## config.mk

```make
export PLATFORM = sky130hd
export DESIGN_NAME = uart_tx_arbiter
export DESIGN_NICKNAME = d
export VERILOG_FILES = /design/src/rtl/uart_tx_arbiter.sv
export SDC_FILE = /design/constraint.sdc
export NUM_CORES = 1
export LEC_CHECK = 0
export ABC_AREA = 1
export ABC_CLOCK_PERIOD_IN_PS = 3500
export CORE_MARGIN = 2
export CORE_UTILIZATION = 46
export CTS_BUF_LIST = sky130_fd_sc_hd__clkbuf_4
export CTS_CLUSTER_SIZE = 25
export DETAILED_ROUTE_END_ITERATION = 8
export DONT_BUFFER_PORTS = 1
export PLACE_DENSITY_LB_ADDON = 0.3
export SYNTH_ARGS = -nofsm -noshare
export SYNTH_HDL_FRONTEND = slang
export SYNTH_SLANG_ARGS = --single-unit
```

## constraint.sdc

```tcl
create_clock -name clk_i -period 3.5 [get_ports clk_i]
set_input_delay 0.525 -clock clk_i [delete_from_list [all_inputs] [get_ports clk_i]]
set_output_delay 0.525 -clock clk_i [all_outputs]
set_load 0.02 [all_outputs]
```

## src/rtl/uart_tx_arbiter.sv

```systemverilog
// Round-robin arbiter sharing one uart_tx; request to tx_v_o is one cycle, and the owner keeps the lock until its last frame is done.
// Backpressure: ready_and_o follows tx_ready_and_i for the owner only. Waits in e_send for as long as the owner withholds v_i.
module uart_tx_arbiter #(
  parameter int num_req_p    = 4,
  parameter int data_bits_p  = 8,
  parameter int gap_cycles_p = 0
) (
  input  logic                             clk_i,
  input  logic                             reset_i,
  input  logic [num_req_p-1:0]             v_i,
  input  logic [num_req_p*data_bits_p-1:0] data_i,
  input  logic [num_req_p-1:0]             last_i,
  output logic [num_req_p-1:0]             ready_and_o,
  output logic                             tx_v_o,
  output logic [data_bits_p-1:0]           tx_data_o,
  input  logic                             tx_ready_and_i,
  input  logic                             tx_done_i,
  output logic [$clog2(num_req_p)-1:0]     grant_id_o,
  output logic                             busy_o
);
  localparam int id_w  = $clog2(num_req_p);
  localparam int gap_w = (gap_cycles_p > 0) ? $clog2(gap_cycles_p + 1) : 1;

  localparam logic [1:0] e_arb  = 2'd0;
  localparam logic [1:0] e_send = 2'd1;
  localparam logic [1:0] e_wait = 2'd2;
  localparam logic [1:0] e_gap  = 2'd3;

  logic [1:0]       state_q, state_d;
  logic [id_w-1:0]  grant_q, grant_d;
  logic [id_w-1:0]  rr_ptr_q, rr_ptr_d;
  logic             last_q, last_d;
  logic [gap_w-1:0] gap_cnt_q, gap_cnt_d;

  logic             req_found;
  logic [id_w-1:0]  req_idx;
  logic [id_w-1:0]  scan_idx;
  logic             owner_v;
  logic             owner_last;
  logic [data_bits_p-1:0] owner_data;
  logic             handshake;

  // Scan from the highest offset down so the lowest offset from rr_ptr_q wins.
  always_comb begin
    req_found = 1'b0;
    req_idx   = '0;
    scan_idx  = '0;
    for (int i = num_req_p - 1; i >= 0; i--) begin
      if (int'(rr_ptr_q) + i >= num_req_p) begin
        scan_idx = id_w'(int'(rr_ptr_q) + i - num_req_p);
      end else begin
        scan_idx = id_w'(int'(rr_ptr_q) + i);
      end
      if (v_i[scan_idx]) begin
        req_found = 1'b1;
        req_idx   = scan_idx;
      end
    end
  end

  always_comb begin
    owner_v    = 1'b0;
    owner_last = 1'b0;
    owner_data = '0;
    for (int k = 0; k < num_req_p; k++) begin
      if (grant_q == id_w'(k)) begin
        owner_v    = v_i[k];
        owner_last = last_i[k];
        owner_data = data_i[k*data_bits_p +: data_bits_p];
      end
    end
  end

  always_comb begin
    ready_and_o = '0;
    for (int k = 0; k < num_req_p; k++) begin
      ready_and_o[k] = (state_q == e_send) && (grant_q == id_w'(k)) && tx_ready_and_i;
    end
  end

  assign tx_v_o     = (state_q == e_send) && owner_v;
  assign tx_data_o  = tx_v_o ? owner_data : '0;
  assign handshake  = tx_v_o && tx_ready_and_i;
  assign busy_o     = (state_q != e_arb);
  assign grant_id_o = grant_q;

  always_comb begin
    state_d   = state_q;
    grant_d   = grant_q;
    rr_ptr_d  = rr_ptr_q;
    last_d    = last_q;
    gap_cnt_d = gap_cnt_q;
    case (state_q)
      e_arb: begin
        if (req_found) begin
          grant_d = req_idx;
          state_d = e_send;
        end
      end
      e_send: begin
        if (handshake) begin
          last_d  = owner_last;
          state_d = e_wait;
        end
      end
      e_wait: begin
        if (tx_done_i) begin
          if (!last_q) begin
            state_d = e_send;
          end else begin
            rr_ptr_d = (grant_q == id_w'(num_req_p - 1)) ? '0 : grant_q + 1'b1;
            if (gap_cycles_p == 0) begin
              state_d = e_arb;
            end else begin
              gap_cnt_d = '0;
              state_d   = e_gap;
            end
          end
        end
      end
      default: begin
        gap_cnt_d = gap_cnt_q + 1'b1;
        if (gap_cnt_q == gap_w'(gap_cycles_p - 1)) begin
          state_d = e_arb;
        end
      end
    endcase
  end

  always_ff @(posedge clk_i) begin
    if (reset_i) begin
      state_q   <= e_arb;
      grant_q   <= '0;
      rr_ptr_q  <= '0;
      last_q    <= 1'b0;
      gap_cnt_q <= '0;
    end else begin
      state_q   <= state_d;
      grant_q   <= grant_d;
      rr_ptr_q  <= rr_ptr_d;
      last_q    <= last_d;
      gap_cnt_q <= gap_cnt_d;
    end
  end

endmodule

```

==> out/qor.txt, run 1 <==
R2R setup slack: 1.42 ns
most common cell after layout, fill and taps aside: nand2_1
vias in the first global route: 981
TNS Setup: 0 ns
Leak: 0.506 nW
RSZ-0062 raised after global routing: false
WP depth: 7
Simple-Gate Fraction of Synth Area: 41.1%
post_cts resized: 0
run status: finished clean
Clk Latency, worst-skew pair: 0.25 ns
Clk network pwr share: 16.8%
DR vias: 1082
maximum clock frequency: 321 MHz
Worst Setup End Kind: output port
final core utilization: 49.8%
Min-Delay Path Class: input pin to flop
Port Buffers: 0
Die W: 51.7 um
routability congestion estimate from global placement: 0.829
synthesized instance count: 172
Layout area overhead: 3.47%
register clock-pin slew on the reported worst setup and hold paths: 0.05 ns
register area share after synthesis: 15.3%
internal power: 0.000218 W
XOR/XNOR Fraction of Synth Area: 0%
vias per cell: 5.44
Final Hold Viols: 0
Synth Area in Compound Gates: 26.7%
Row Count: 17
Max H-tree Level: 1
Setup Buffers After CTS: 0
Post-route DRC: 0
CP Max Fanout: 11
core area: 2170 um2
Net count, final: 221
Slew @ Worst Pin: 0.721 ns
WP data required: 2.97 ns
syn_nets: 220
Worst setup SP type: flop
Detail Route Antenna Nets: 0
RR Startpoint: grant_id_o[1]$_SDFFE_PP0P_
TritonCTS clock tree: yes
Max VDD drop: 338 uV
Max Cap Violations: 0
hold-fix buffers at CTS: 0
Avg Cell Area, Syn: 6.07 um2
pin count of the biggest net entering global routing: 14
Power Density: 382 nW/um2
CTS root buf: clkbuf_4
Setup crit end: tx_data_o[5]
Crit path arrival time: 2.59 ns
crit path launch: grant_id_o[0]$_SDFFE_PP0P_
Post-Syn Area: 1040 um2
mux share of post-synthesis cell area: 0%
Critical R2R Capture: last_q$_SDFFE_PP0P_
area share of fa/ha/maj cells after synthesis: 4.79%
Chip Height: 51.7 um
switching pwr: 0.000195 W
Final period util: 89.1%
crit-path cells: inv_1 > ha_1 > inv_1 > nand3_1 > nand2_1 > nand2_1 > a211oi_1
FF+latch count, synth: 8
synth unique cells: 28
slowest CP cell: a211oi_1
Gate power share: 54.1%
Rel. slew slack: 51.5%
final setup violation count: 0
Num CTS Buffers: 3
number of buffers and inverters on the critical path: 2
Iter 0 DRT Violations: 16
die area: 2670 um2
IO Pins: 60
max-slew violations: 0
initial antenna violation count: 0
Post-DP HPWL: 2150 um
GRT Total Usage: 19.0%
share of cells above drive strength 1: 17.0%
Largest stage delay, worst path: 0.64 ns
Starting Density: 48.2%
Synth Warn #: 0
TritonRoute pass-1 iters: 4
critical path's top delay family: compound AO/OA/AOI/OAI gates
total gr overflow: 0
critical path class: flop to output port
most frequent cells in the layout: nand2_1, inv_1, a21oi_1, nor2_1, nand2_2
dominant combinational cell family by area after synthesis: simple AND/OR/NAND/NOR gates
switching share of total power: 47.3%
sequential power share: 29.0%
FF-to-FF path depth: 9
Clock Skews: 0.0103 ns
routed wire length: 2630 um
Tmin final: 3.12 ns
Max Root-Sink Buffers: 2
first-pass GRT wire length: 3960 um
antenna cells: 0
total power: 0.000413 W
post-DR wirelength/cell: 13.2 um
# clock sinks: 8
## Yosys cell counts (all sizes together)
master,number,share of area (%)
and2,1,0.84
o21a,1,0.72
dfxtp,8,15
o21ai,7,3.4
nor3,4,1.9
nor2,18,7.7
nand2,56,25
clkinv,2,0.72
a211oi,11,7.9
buf,4,2.8
clkbuf,2,0.72
nand3b,2,1.4
a21oi,16,8.0
a22o,8,6.7
inv,20,7.9
nand3,6,2.9
ha,4,4.8
nand4,2,1.2
## state kept, by name (all words and copies together), names as in the netlist
signal      flops
rr_ptr_q        2
gap_cnt_q       1
grant_id_o      2
last_q          1
state_q         2
## logic make-up (layout without fill, tap and decap cells)
kind of cell	count (synthesis)	count (layout)
AOI/OAI and AO/OA	43	43
and+or+nand+nor	89	89
buffers and inverters	28	27
adders and majority gates	4	4
DFF	8	8
## how the worst min path moves through the flow
stage,end,cells past startpoint,slack [ns],from
after floorplan,last_q$_SDFFE_PP0P_,2,0.45,last_q$_SDFFE_PP0P_
after global placement,last_q$_SDFFE_PP0P_,2,0.47,last_q$_SDFFE_PP0P_
after detailed placement,last_q$_SDFFE_PP0P_,2,0.47,last_q$_SDFFE_PP0P_
after CTS,grant_id_o[0]$_SDFFE_PP0P_,1,0.33,reset_i
after global routing,grant_id_o[0]$_SDFFE_PP0P_,1,0.32,reset_i
final,grant_id_o[0]$_SDFFE_PP0P_,1,0.34,reset_i
## stage by stage
stage | hold slack (ns) | instance area (um2) | std cells | setup slack (ns)
after floorplan | 0.445 | 1040 | 172 | 1.12
after global placement | 0.465 | 1060 | 196 | 0.752
after detailed placement | 0.465 | 1060 | 196 | 0.629
after CTS | 0.326 | 1080 | 199 | 0.354
after global routing | 0.320 | 1080 | 199 | 0.141
final | 0.336 | 1080 | 199 | 0.380
## cell type report
type	count	area, um2
Clock buffer	3	22.5
Fill cell	243	1090
Inverter	22	90.1
Multi-Input combinational cell	136	758
Sequential cell	8	160
Tap cell	28	35.0
Timing Repair Buffer	2	15.0
## power by group through the flow
| stage | Combinational, W | Sequential, W | Clock, W |
|---|---|---|---|
| 2_1_floorplan | 0.000192 | 0.000118 | 0 |
| 3_3_place_gp | 0.000217 | 0.000121 | 0 |
| 3_5_place_dp | 0.000223 | 0.000122 | 0 |
| 4_1_cts | 0.000224 | 0.000120 | 0.0000739 |
| 5_1_grt | 0.000252 | 0.000122 | 0.0000777 |
| 6_report | 0.000224 | 0.000120 | 0.0000695 |
## routing by layer
layer	vias to the layer above	routed length, um	global-route usage (%)
met5	-	0	0
met1	469	1170	23.3
li1	572	-	-
met4	0	0	2.63
met2	41	1270	33.8
met3	0	197	5.17
(Power assumes the default switching activity.)
==> inputs of run 2 (changes only) <==
--- a/config.mk
+++ b/config.mk
@@ -7,13 +7,13 @@
 export LEC_CHECK = 0
 export ABC_AREA = 1
 export ABC_CLOCK_PERIOD_IN_PS = 3500
+export CORE_ASPECT_RATIO = 1.75
 export CORE_MARGIN = 2
 export CORE_UTILIZATION = 46
 export CTS_BUF_LIST = sky130_fd_sc_hd__clkbuf_4
 export CTS_CLUSTER_SIZE = 25
 export DETAILED_ROUTE_END_ITERATION = 8
 export DONT_BUFFER_PORTS = 1
-export PLACE_DENSITY_LB_ADDON = 0.3
 export SYNTH_ARGS = -nofsm -noshare
 export SYNTH_HDL_FRONTEND = slang
 export SYNTH_SLANG_ARGS = --single-unit
==> out/qor.txt, run 2 (synthesized netlist as in run 1, its figures left out) <==
run status: finished clean
core area: 2120 um2
Final period util: 88.8%
TritonRoute pass-1 iters: 4
Worst setup SP type: flop
post_cts resized: 0
vias in the first global route: 981
crit-path cells: inv_1 > ha_1 > inv_1 > nand3_1 > nand2_1 > nand2_1 > a211oi_1
CP Max Fanout: 11
final non-filler cell total: 196
Min-Delay Path Class: input pin to flop
Max Root-Sink Buffers: 2
max-slew violations: 0
final setup violation count: 0
Max H-tree Level: 1
die area: 2680 um2
Setup Buffers After CTS: 0
antenna cells: 0
maximum clock frequency: 322 MHz
GRT Total Usage: 21.3%
Post-route DRC: 0
most common cell after layout, fill and taps aside: nand2_1
share of cells above drive strength 1: 17.4%
Net count, final: 222
TritonCTS clock tree: yes
hold-fix buffers at CTS: 0
# clock sinks: 8
post-DR wirelength/cell: 13.6 um
WP data required: 2.97 ns
Die W: 40.0 um
Chip Height: 67.0 um
Leak: 0.511 nW
Power Density: 383 nW/um2
Max Cap Violations: 0
Worst Setup End Kind: output port
DR vias: 1097
pin count of the biggest net entering global routing: 14
TNS Setup: 0 ns
Max VDD drop: 240 uV
routed wire length: 2670 um
fillers: 245
Inst Count DP: 193
Layout area overhead: 3.71%
CTS root buf: clkbuf_4
vias per cell: 5.60
Largest stage delay, worst path: 0.62 ns
most frequent cells in the layout: nand2_1, inv_1, a21oi_1, nor2_1, nand2_2
routability congestion estimate from global placement: 0.844
critical path class: flop to output port
Num CTS Buffers: 3
Clk Latency, worst-skew pair: 0.24 ns
slowest CP cell: a211oi_1
Starting Density: 49.3%
Row Count: 22
Final Hold Viols: 0
RSZ-0062 raised after global routing: false
IO Pins: 60
Slew @ Worst Pin: 0.692 ns
initial antenna violation count: 0
Tmin final: 3.11 ns
Clock Skews: 0.00173 ns
Detail Route Antenna Nets: 0
first-pass GRT wire length: 4040 um
total gr overflow: 0
Crit path arrival time: 2.58 ns
Port Buffers: 0
register clock-pin slew on the reported worst setup and hold paths: 0.05 ns
Rel. slew slack: 53.6%
Iter 0 DRT Violations: 21
Post-DP HPWL: 2250 um
-- run 2: changes by cell type in the layout (fill, tap and decap cells not counted), sizes merged --
| cell | before | now |
|---|---|---|
| buf | 2 | 3 |
-- run 2: critical path, delay by kind of cell, from the launching register on --
kind / cells / cell delay [ns]
AND/OR/NAND/NOR: 3 / 0.41
adder cells (fa/ha/maj): 1 / 0.35
flip-flops: 1 / 0.52
AO/OA/AOI/OAI: 1 / 0.62
buffers and inverters: 2 / 0.43
-- run 2: metal layers --
metal  global-route usage (%)  wire (um)
met1                     20.6        981
met2                     40.7       1500
met3                     3.33        182
met4                     7.76         12
met5                        0          0
-- run 2: layout make-up --
type | count | area (um2) | area share (%)
multi-input combinational | 136 | 758 | 70.0
sequential | 8 | 160 | 14.8
inverter | 22 | 90.1 | 8.31
tap | 24 | 30.0 | 2.77
clock buffer | 3 | 22.5 | 2.08
timing repair buffer | 3 | 22.5 | 2.08
-- run 2: final timing paths --
kind / startpoint / end / slack (ns) / cells past startpoint
max reg2reg: grant_id_o[1]$_SDFFE_PP0P_ / last_q$_SDFFE_PP0P_ / 1.41 / 9
min reg2reg: gap_cnt_q$_SDFFE_PP0N_ / gap_cnt_q$_SDFFE_PP0N_ / 0.48 / 2
min: reset_i / grant_id_o[0]$_SDFFE_PP0P_ / 0.34 / 1
max: grant_id_o[0]$_SDFFE_PP0P_ / tx_data_o[1] / 0.39 / 7
-- run 2: power breakdown --
group          switching [W]  internal [W]
Combinational       0.000152     0.0000763
Clock              0.0000276     0.0000390
Sequential         0.0000163      0.000104
Total               0.000196      0.000219
-- run 2: through the flow --
stage          util (%)  instance area [um2]  total power (W)  worst slack [ns]  hold slack (ns)
2_1_floorplan         -                 1040         0.000310              1.12            0.445
3_3_place_gp       50.1                 1060         0.000345             0.746            0.465
3_5_place_dp       50.1                 1060         0.000350             0.664            0.475
4_1_cts            51.1                 1080         0.000420             0.390            0.324
5_1_grt            51.1                 1080         0.000454             0.153            0.314
6_report           51.1                 1080         0.000415             0.393            0.336
==> inputs of run 3 (changes only) <==
--- a/config.mk
+++ b/config.mk
@@ -9,11 +9,11 @@
 export ABC_CLOCK_PERIOD_IN_PS = 3500
 export CORE_ASPECT_RATIO = 1.75
 export CORE_MARGIN = 2
-export CORE_UTILIZATION = 46
+export CORE_UTILIZATION = 42
 export CTS_BUF_LIST = sky130_fd_sc_hd__clkbuf_4
 export CTS_CLUSTER_SIZE = 25
 export DETAILED_ROUTE_END_ITERATION = 8
-export DONT_BUFFER_PORTS = 1
+export PLACE_DENSITY = 0.87
 export SYNTH_ARGS = -nofsm -noshare
 export SYNTH_HDL_FRONTEND = slang
 export SYNTH_SLANG_ARGS = --single-unit
==> out/qor.txt, run 3 (synthesized netlist as in run 1, its figures left out) <==
total power: 0.000512 W
Leak: 0.717 nW
Slew @ Worst Pin: 0.466 ns
CTS root buf: clkbuf_4
fillers: 208
Tmin final: 3.21 ns
sequential power share: 22.6%
TritonRoute pass-1 iters: 5
internal power: 0.000293 W
maximum clock frequency: 311 MHz
routability congestion estimate from global placement: 0.885
Starting Density: 44.8%
GRT Total Usage: 25.4%
Met2 Wirelength: 1850 um
Gate power share: 63.7%
Max H-tree Level: 1
switching pwr: 0.000219 W
routed wl met3: 213 um
Crit path arrival time: 2.69 ns
DR vias: 1390
Max Root-Sink Buffers: 2
Min-Delay Path Class: flop to flop
min-delay src: last_q$_SDFFE_PP0P_
Max VDD drop: 311 uV
routed wire length: 3550 um
most frequent cells in the layout: clkdlybuf4s50_1, nand2_1, inv_1
Post-route DRC: 0
RSZ-0062 raised after global routing: false
# clock sinks: 8
FF-to-FF path depth: 8
Post-DP HPWL: 2960 um
Clock Skews: 0.00383 ns
Rel. slew slack: 68.9%
TNS Setup: 0 ns
critical path class: flop to output port
Chip Height: 70.0 um
WL met1: 1310 um
hold endpoint: last_q$_SDFFE_PP0P_
vias in the first global route: 1374
Worst Setup End Kind: output port
Clk Latency, worst-skew pair: 0.26 ns
Max Cap Violations: 0
Net count, final: 278
Detail Route Antenna Nets: 0
antenna cells: 0
Power Density: 309 nW/um2
RR Startpoint: grant_id_o[0]$_SDFFE_PP0P_
register clock-pin slew on the reported worst setup and hold paths: 0.05 ns
switching share of total power: 42.7%
R2R setup slack: 1.51 ns
IO Pins: 60
Final period util: 91.8%
final setup violation count: 0
pre-CTS setup slack: 0.493 ns
Min Hold Slack: 0.487 ns
final core utilization: 71.1%
CP Max Fanout: 11
Clk network pwr share: 13.7%
die area: 2920 um2
worst setup margin: 0.288 ns
Row Count: 23
hold path cells: 2
Layout area overhead: 58.6%
vias per cell: 5.49
Worst setup SP type: flop
Port Buffers: 59
first-pass GRT wire length: 6020 um
Final Hold Viols: 0
Num CTS Buffers: 3
core area: 2330 um2
post-DR wirelength/cell: 14.0 um
Die W: 41.7 um
share of cells above drive strength 1: 12.3%
WP data required: 2.97 ns
Top Metal Used: met4
max-slew violations: 0
total gr overflow: 0
run status: finished clean
most common cell after layout, fill and taps aside: clkdlybuf4s50_1
pin count of the biggest net entering global routing: 14
initial antenna violation count: 0
Iter 0 DRT Violations: 32
TritonCTS clock tree: yes
Critical R2R Capture: last_q$_SDFFE_PP0P_
==> run 3: cell type report <==
class	instances	area, um2	area share [%]
clock buffers	3	22.5	1.36
multi-input cells	136	758	45.8
well taps	25	31.3	1.89
flip-flops and latches	8	160	9.67
repair buffers	59	591	35.6
inverters	22	93.8	5.66
==> run 3: how the worst max path moves through the flow <==
stage / start / end / slack, ns
floorplan: grant_id_o[1]$_SDFFE_PP0P_ / tx_data_o[0] / 1.12
global placement: v_i[0] / tx_data_o[6] / 0.56
detailed placement: v_i[0] / tx_data_o[6] / 0.49
CTS: grant_id_o[0]$_SDFFE_PP0P_ / tx_data_o[6] / 0.21
global route: grant_id_o[0]$_SDFFE_PP0P_ / tx_data_o[2] / 0.11
finish: grant_id_o[0]$_SDFFE_PP0P_ / tx_data_o[6] / 0.29
==> run 3: metrics by stage <==
stage                     cell area, um2  cells
after floorplan                     1040    172
after global placement              1630    250
after detailed placement            1630    250
after CTS                           1650    253
after global routing                1660    253
final                               1660    253
==> run 3: repair_timing <==
item | CTS | global route
hold buffers | 0 | 0
setup buffers | 0 | 0
gates resized for setup | 0 | 1
setup endpoints to repair | 0 | 2
==> run 3: power groups by stage <==
stage	Clock, W	Sequential, W	Combinational (W)
6_report	0.0000699	0.000116	0.000326
5_1_grt	0.0000756	0.000117	0.000359
4_1_cts	0.0000712	0.000115	0.000324
2_1_floorplan	0	0.000118	0.000192
3_3_place_gp	0	0.000116	0.000313
3_5_place_dp	0	0.000117	0.000323
==> run 3: critical path, cell delays in order (launching register included) <==
cell	delay, ns
dfxtp_1	0.41
inv_1	0.11
ha_1	0.37
clkinvlp_4	0.25
nand3_1	0.09
nand2_1	0.08
nand2_1	0.19
a211oi_1	0.26
clkdlybuf4s50_1	0.66
==> run 3: layer usage <==
metal,up-vias,track usage (%)
met4,0,14.0
met3,16,3.62
met5,-,0
met1,602,26.0
met2,87,47.2
li1,685,-
